File: src/rtl/decompressor_stream_if.sv
// Valid/ready stream bundle for decompressor_stream: compressed beats in, decoded lines out.
// The master modport is the environment side and the slave modport is the decompressor side.
interface decompressor_stream_if #(
    parameter int IN_W       = 64,
    parameter int WORD_W     = 32,
    parameter int LINE_WORDS = 4
);
    logic                         i_valid;
    logic                         o_ready;
    logic [IN_W-1:0]              i_data;
    logic                         i_last;
    logic                         i_raw;
    logic                         o_valid;
    logic                         i_ready;
    logic [LINE_WORDS*WORD_W-1:0] o_data;
    logic                         o_err;

    modport master (
        output i_valid, i_data, i_last, i_raw, i_ready,
        input  o_ready, o_valid, o_data, o_err
    );

    modport slave (
        input  i_valid, i_data, i_last, i_raw, i_ready,
        output o_ready, o_valid, o_data, o_err
    );
endinterface

File: src/rtl/decompressor_stream.sv
// Streaming dictionary decompressor: decodes one word per cycle from a bit buffer and
// assembles LINE_WORDS words into a line returned over a valid/ready output.
module decompressor_stream #(
    parameter int WORD_W     = 32,
    parameter int LINE_WORDS = 4,
    parameter int DICT_DEPTH = 16,
    parameter int IN_W       = 64,
    parameter int PART_BITS  = 8,
    parameter int DICT_CLR   = 1
) (
    input logic                   i_clk,
    input logic                   i_reset,
    decompressor_stream_if.slave  bus
);
    localparam int IDX_W  = $clog2(DICT_DEPTH);
    localparam int BUF_W  = IN_W + WORD_W + 2;
    localparam int FILL_W = $clog2(BUF_W + 1);
    localparam int CNT_W  = $clog2(LINE_WORDS + 1);
    localparam int LINE_W = LINE_WORDS * WORD_W;

    localparam logic [FILL_W-1:0] LEN_ZERO = FILL_W'(2);
    localparam logic [FILL_W-1:0] LEN_LIT  = FILL_W'(2 + WORD_W);
    localparam logic [FILL_W-1:0] LEN_FULL = FILL_W'(2 + IDX_W);
    localparam logic [FILL_W-1:0] LEN_PART = FILL_W'(2 + IDX_W + PART_BITS);
    localparam logic [FILL_W-1:0] LEN_RAW  = FILL_W'(WORD_W);
    localparam logic [FILL_W-1:0] FILL_ACC = FILL_W'(BUF_W - IN_W);
    localparam logic [FILL_W-1:0] FILL_IN  = FILL_W'(IN_W);

    typedef enum logic [1:0] {S_DEC = 2'd0, S_DRAIN = 2'd1, S_OUT = 2'd2} state_t;

    state_t              state_q, state_d;
    logic [BUF_W-1:0]    buf_q, buf_d, buf_sh_s;
    logic [FILL_W-1:0]   fill_q, fill_d, fill_sh_s;
    logic [CNT_W-1:0]    cnt_q, cnt_d;
    logic [LINE_W-1:0]   line_q, line_d;
    logic                err_q, err_d, valid_q, valid_d;
    logic                raw_q, raw_d, first_q, first_d, last_q, last_d;
    logic [IDX_W-1:0]    wp_q, wp_d, idx_s;
    logic [WORD_W-1:0]   dict_q [DICT_DEPTH];
    logic [WORD_W-1:0]   dict_d [DICT_DEPTH];
    logic [WORD_W-1:0]   dict_word_s, word_s;
    logic [FILL_W-1:0]   len_s;
    logic                push_s, ready_s, accept_s, dec_s;

    // Symbol decode of the buffer head: word value, symbol length and dictionary push.
    always_comb begin
        idx_s       = buf_q[2 +: IDX_W];
        dict_word_s = dict_q[idx_s];
        word_s      = '0;
        len_s       = LEN_ZERO;
        push_s      = 1'b0;
        if (raw_q) begin
            word_s = buf_q[WORD_W-1:0];
            len_s  = LEN_RAW;
        end else begin
            case (buf_q[1:0])
                2'b00: begin word_s = '0; len_s = LEN_ZERO; end
                2'b01: begin word_s = buf_q[2 +: WORD_W]; len_s = LEN_LIT; push_s = 1'b1; end
                2'b10: begin word_s = dict_word_s; len_s = LEN_FULL; end
                2'b11: begin
                    word_s = {dict_word_s[WORD_W-1:PART_BITS], buf_q[2+IDX_W +: PART_BITS]};
                    len_s  = LEN_PART;
                    push_s = 1'b1;
                end
                default: begin word_s = '0; len_s = LEN_ZERO; end
            endcase
        end
    end

    // Next-state logic: beat acceptance, buffer shifting, line assembly and line hand-off.
    always_comb begin
        state_d = state_q; buf_d = buf_q; fill_d = fill_q; cnt_d = cnt_q;
        line_d = line_q; err_d = err_q; valid_d = valid_q; raw_d = raw_q;
        first_d = first_q; last_d = last_q; wp_d = wp_q; dict_d = dict_q;
        case (state_q)
            S_DEC:   ready_s = !last_q && (fill_q <= FILL_ACC);
            S_DRAIN: ready_s = 1'b1;
            S_OUT:   ready_s = 1'b0;
            default: ready_s = 1'b0;
        endcase
        accept_s = bus.i_valid && ready_s;
        dec_s    = (state_q == S_DEC) && (cnt_q < CNT_W'(LINE_WORDS)) && (fill_q >= len_s);
        if (dec_s) begin
            buf_sh_s  = buf_q >> len_s;
            fill_sh_s = fill_q - len_s;
        end else begin
            buf_sh_s  = buf_q;
            fill_sh_s = fill_q;
        end
        case (state_q)
            S_DEC: begin
                if (accept_s) begin
                    buf_d  = buf_sh_s | (BUF_W'(bus.i_data) << fill_sh_s);
                    fill_d = fill_sh_s + FILL_IN;
                    last_d = bus.i_last;
                    if (first_q) begin
                        raw_d   = bus.i_raw;
                        first_d = 1'b0;
                    end else begin
                        raw_d = raw_q;
                    end
                end else begin
                    buf_d  = buf_sh_s;
                    fill_d = fill_sh_s;
                end
                if (dec_s) begin
                    line_d[int'(cnt_q)*WORD_W +: WORD_W] = word_s;
                    cnt_d = cnt_q + CNT_W'(1);
                    if (push_s) begin
                        dict_d[wp_q] = word_s;
                        wp_d         = wp_q + IDX_W'(1);
                    end else begin
                        wp_d = wp_q;
                    end
                    // Line complete: whatever is still buffered is padding.
                    if (cnt_q == CNT_W'(LINE_WORDS - 1)) begin
                        fill_d = '0;
                        if (last_q || (accept_s && bus.i_last)) begin
                            state_d = S_OUT;
                            valid_d = 1'b1;
                        end else begin
                            state_d = S_DRAIN;
                        end
                    end else begin
                        state_d = S_DEC;
                    end
                end else if (last_q) begin
                    // Stream ended mid-line; untouched words of the line are already zero.
                    state_d = S_OUT;
                    valid_d = 1'b1;
                    err_d   = 1'b1;
                    fill_d  = '0;
                end else begin
                    state_d = S_DEC;
                end
            end
            S_DRAIN: begin
                if (accept_s && bus.i_last) begin
                    state_d = S_OUT;
                    valid_d = 1'b1;
                end else begin
                    state_d = S_DRAIN;
                end
            end
            S_OUT: begin
                if (bus.i_ready) begin
                    state_d = S_DEC; valid_d = 1'b0; err_d = 1'b0; line_d = '0;
                    cnt_d = '0; first_d = 1'b1; last_d = 1'b0; fill_d = '0; buf_d = '0;
                    if (DICT_CLR != 0) begin
                        dict_d = '{default: '0};
                        wp_d   = '0;
                    end else begin
                        wp_d = wp_q;
                    end
                end else begin
                    state_d = S_OUT;
                end
            end
            default: state_d = S_DEC;
        endcase
    end

    // State registers with synchronous reset.
    always_ff @(posedge i_clk) begin
        if (i_reset) begin
            state_q <= S_DEC;  buf_q <= '0;     fill_q <= '0;   cnt_q <= '0;
            line_q  <= '0;     err_q <= 1'b0;   valid_q <= 1'b0; raw_q <= 1'b0;
            first_q <= 1'b1;   last_q <= 1'b0;  wp_q <= '0;     dict_q <= '{default: '0};
        end else begin
            state_q <= state_d; buf_q <= buf_d;   fill_q <= fill_d;   cnt_q <= cnt_d;
            line_q  <= line_d;  err_q <= err_d;   valid_q <= valid_d; raw_q <= raw_d;
            first_q <= first_d; last_q <= last_d; wp_q <= wp_d;       dict_q <= dict_d;
        end
    end

    assign bus.o_ready = ready_s;
    assign bus.o_valid = valid_q;
    assign bus.o_data  = line_q;
    assign bus.o_err   = err_q;
endmodule

File: src/flat_wrapper.sv
// flat-port wrapper written by rule: the top's interface ports become plain ports
module decompressor_stream_flat 
#(
    parameter int WORD_W     = 32,
    parameter int LINE_WORDS = 4,
    parameter int DICT_DEPTH = 16,
    parameter int IN_W       = 64,
    parameter int PART_BITS  = 8,
    parameter int DICT_CLR   = 1
)
  (i_clk, i_reset, bus_i_valid, bus_i_data, bus_i_last, bus_i_raw, bus_i_ready, bus_o_ready, bus_o_valid, bus_o_data, bus_o_err);
  decompressor_stream_if #(.IN_W(IN_W), .WORD_W(WORD_W), .LINE_WORDS(LINE_WORDS)) bus_i ();
  input logic i_clk;
  input logic i_reset;
  input wire logic [$bits(bus_i.i_valid)-1:0] bus_i_valid;
  input wire logic [$bits(bus_i.i_data)-1:0] bus_i_data;
  input wire logic [$bits(bus_i.i_last)-1:0] bus_i_last;
  input wire logic [$bits(bus_i.i_raw)-1:0] bus_i_raw;
  input wire logic [$bits(bus_i.i_ready)-1:0] bus_i_ready;
  output wire logic [$bits(bus_i.o_ready)-1:0] bus_o_ready;
  output wire logic [$bits(bus_i.o_valid)-1:0] bus_o_valid;
  output wire logic [$bits(bus_i.o_data)-1:0] bus_o_data;
  output wire logic [$bits(bus_i.o_err)-1:0] bus_o_err;
  assign bus_i.i_valid = bus_i_valid;
  assign bus_i.i_data = bus_i_data;
  assign bus_i.i_last = bus_i_last;
  assign bus_i.i_raw = bus_i_raw;
  assign bus_i.i_ready = bus_i_ready;
  assign bus_o_ready = bus_i.o_ready;
  assign bus_o_valid = bus_i.o_valid;
  assign bus_o_data = bus_i.o_data;
  assign bus_o_err = bus_i.o_err;
  decompressor_stream #(.WORD_W(WORD_W), .LINE_WORDS(LINE_WORDS), .DICT_DEPTH(DICT_DEPTH), .IN_W(IN_W), .PART_BITS(PART_BITS), .DICT_CLR(DICT_CLR)) u_core (.i_clk(i_clk), .i_reset(i_reset), .bus(bus_i));
endmodule
File: config.mk
export PLATFORM = sky130hd
export DESIGN_NAME = decompressor_stream_flat
export DESIGN_NICKNAME = d
export VERILOG_FILES = /design/src/rtl/decompressor_stream_if.sv /design/src/rtl/decompressor_stream.sv /design/src/flat_wrapper.sv
export SDC_FILE = /design/constraint.sdc
export NUM_CORES = 2
export LEC_CHECK = 0
export CORE_UTILIZATION = 55
export CTS_CLUSTER_SIZE = 16
export DETAILED_ROUTE_END_ITERATION = 6
export MAX_ROUTING_LAYER = met4
export PLACE_DENSITY = 0.74
export SYNTH_ARGS = -nofsm -noshare
export SYNTH_HDL_FRONTEND = slang
export SYNTH_SLANG_ARGS = --single-unit
File: constraint.sdc
create_clock -name i_clk -period 9.4 [get_ports i_clk]
set_clock_uncertainty 0.2 [all_clocks]
set_input_delay 2.82 -clock i_clk [delete_from_list [all_inputs] [get_ports i_clk]]
set_output_delay 2.82 -clock i_clk [all_outputs]
set_load 0.05 [all_outputs]
==> run metrics <==
largest delay contributor family on the critical path compound AO/OA/AOI/OAI gates; 1st-iter DRT viols 6921; Slew Viols, Final 0; Pwr Density 401 nW/µm²; Final Hold Fails 0; Synth Register Bits between 700 and 800; asr flop ratio synth 0%; WP data required 9.69 ns; number of antenna-violating nets in the routed design 0; Slew HR 7.53%; vias per inst about 7.3; Syn Area/Cell ~9.0 µm²; syn nets between 4000 and 5000; max incr delay on CP 0.73 ns; final setup fails 0; most common cell in the netlist nor2_1; largest net degree at the start of global routing 240; Net Sw Frac 52.0%; EDFF count, synth 0; part of the power in combinational logic just over 60%; wire per inst 29.6 µm; DIE AREA between 70000 and 80000 µm²; failing checks DRC; Multi-input gate area about 23000 µm²; mapped cell area around 39000 µm²; post-layout min period 7.18 ns; type of origin of the critical path flip-flop; first-pass GRT wire length 230000 µm; vias 38500; Resized cells post-CTS 0; Achievable Freq between 100 and 150 MHz; final wirelength between 150000 and 200000 µm; Worst Path Arrival 7.47 ns; Design Area, Final 44500 µm²; CP Capture Type flip-flop; worst-skew pair later-pin latency between 0.6 and 0.7 ns; NetSw 0.00929 W; status finished, violations left; Int Pwr ~0.0086 W; DRC 4; placed inst area 41800 µm²; prevailing post-synth register cell dfxtp_1; Die Ht ~270 µm; power share of the sequential group 21.4%; initial antenna violation count 2; Seq. cell area 15200 µm²; Max stage delay cell, worst path dfxtp_4; overall routing resource usage 42.5%; Inserted Clock Buffers 79; Synth top area share 38.6%; GP Congestion approximately 1.1; worst path bufs/invs 3; Clk pwr share 18.2%; CTS tree yes; GRT overflow 0; clk slew on worst S/H paths ~0.06 ns; share of the yosys chip area belonging to registers 38.6%; Starting Density between 50% and 60%; most frequent cells after synthesis nor2_1 (838), dfxtp_1 (758), a22oi_1 (697), clkbuf_1 (346), nand2_1 (261); RSZ-0062 raised after global routing no; clk sinks 758; maximum vdd drop roughly 470 µV; Synth-to-Final Area Change 13.2%; Post-Synthesis Cells 4384; cell taking the most area after synthesis dfxtp_1; IO buf count 200; Post-CTS Hold Buffers 0; Fill cells 5839; core area 70400 µm²; number of global-route vias before repair 35400; number of setup buffers added after CTS 0; dpl hpwl 97600 µm; Max clock buf depth 3; io pins 201; path category of the worst min-delay check reg -> reg; Clock Tree Root clkbuf_16; cell leakage power about 15 nW; Pre-Repair DR Iteration Count 7; CP cell instances clkinv_1, nor2_2, nand2_1, ha_1, a211oi_2, and2_1, nor3_1, nor3_4, buf_4, buf_4, mux2i_1, mux2i_1, a22o_1, a221oi_1, a2bb2oi_1, o21ai_0; row count 97; post-route setup TNS 0 ns; critical path type reg -> reg; share of post-route cells with drive strength above 1 13.4%; fin crit share 76.4%; H-Tree Depth 3; distinct cell type count after synthesis 77; yosys synthesis warning count 0; max_cap viols 0; crit-path max FO 53; Worst-Margin Slew 1.38 ns; Final #Nets roughly 4400; synth top area cells dfxtp_1 (39%), a22oi_1 (13%), mux4_2 (11%); die width 269 µm
## registers in the layout, summed over array words and instances (netlist names)
signal              count
u_core.raw_q            1
u_core.bus.o_data     128
u_core.cnt_q            3
u_core.wp_q             4
u_core.first_q          1
u_core.state_q          2
u_core.last_q           1
u_core.bus.o_err        1
u_core.bus.o_valid      1
u_core.buf_q           98
u_core.dict_q         512
u_core.fill_q           6
## layout by cell type, fill, tap and decap left out, types with 49 or more instances in the layout
| master | n |
|---|---|
| o21ai_0 | 90 |
| clkdlybuf4s50_1 | 199 |
| nand2_1 | 256 |
| nand3_1 | 49 |
| mux2_2 | 50 |
| dfxtp_1 | 751 |
| mux2i_1 | 194 |
| mux4_2 | 194 |
| buf_4 | 102 |
| nor3_1 | 55 |
| a21oi_1 | 173 |
| nor2_1 | 821 |
| clkbuf_16 | 81 |
| a22oi_1 | 697 |
## per-stage QoR
step | util (%) | power, W | hold WS (ns) | std cells | setup slack (ns)
final | 63.2 | 0.0179 | 0.293 | 5283 | 2.22
after global routing | 63.2 | 0.0183 | 0.315 | 5281 | 2.02
after CTS | 63.2 | 0.0173 | 0.296 | 5279 | 2.56
after detailed placement | 59.4 | 0.0140 | 0.279 | 5142 | 2.60
after global placement | 59.4 | 0.0141 | 0.273 | 5142 | 2.65
after floorplan | - | 0.0106 | 0.260 | 4384 | 4.26
## final timing paths
kind	slack (ns)	end	depth (start not counted)	from
min reg2reg	0.29	u_core.dict_q[302]	2	u_core.dict_q[302]
max	2.22	u_core.buf_q[64]	16	u_core.buf_q[0]
min	0.29	u_core.dict_q[302]	2	u_core.dict_q[302]
max reg2reg	2.22	u_core.buf_q[64]	16	u_core.buf_q[0]
## logic make-up (layout without fill, tap and decap cells)
family / count (synthesis) / count (layout) / synth area share (%)
AOI/OAI and AO/OA: 1359 / 1359 / 24.6
and+or+nand+nor: 1303 / 1303 / 13.5
DFF: 758 / 758 / 38.6
buffers and inverters: 511 / 466 / 5.31
muxes: 438 / 438 / 17.5
adders and majority gates: 12 / 12 / 0.401
xor gates and xnor gates: 3 / 3 / 0.0668
other: 0 / 4 / 0
## cell type report
| cell class | count | area share [%] |
|---|---|---|
| sequential | 758 | 34.1 |
| clock inverter | 25 | 0.874 |
| inverter | 24 | 0.202 |
| clock buffer | 112 | 5.15 |
| timing repair buffer | 305 | 6.36 |
| tap | 940 | 2.64 |
| multi-input combinational | 3115 | 50.6 |
| antenna | 4 | 0.0225 |
## worst register-to-register path: stages, from the launching register on
cell and delay (ns):
dfxtp_4 0.73, clkinv_1 0.57, nor2_2 0.23, nand2_1 0.35
ha_1 0.57, a211oi_2 0.30, and2_1 0.41, nor3_1 0.19
nor3_4 0.49, buf_4 0.47, buf_4 0.58, mux2i_1 0.46
mux2i_1 0.12, a22o_1 0.25, a221oi_1 0.55, a2bb2oi_1 0.41
o21ai_0 0.15
## layer usage
layer / GRT usage [%] / share of wire, % / vias to the layer above
met3: 10.9 / 14 / 637
met4: 20.5 / 5.4 / 0
met1: 56.3 / 38 / 18600
met5: - / 0 / -
met2: 60.1 / 43 / 3027
li1: - / - / 16200
## power by group through the flow
stage | combinational (W) | clock [W] | sequential [W]
finish | 0.0108 | 0.00325 | 0.00381
detailed placement | 0.0102 | 0 | 0.00384
CTS | 0.0102 | 0.00326 | 0.00377
global route | 0.0111 | 0.00340 | 0.00381
floorplan | 0.00702 | 0 | 0.00360
global placement | 0.0102 | 0 | 0.00384
Power figures use the tool's default switching activity.
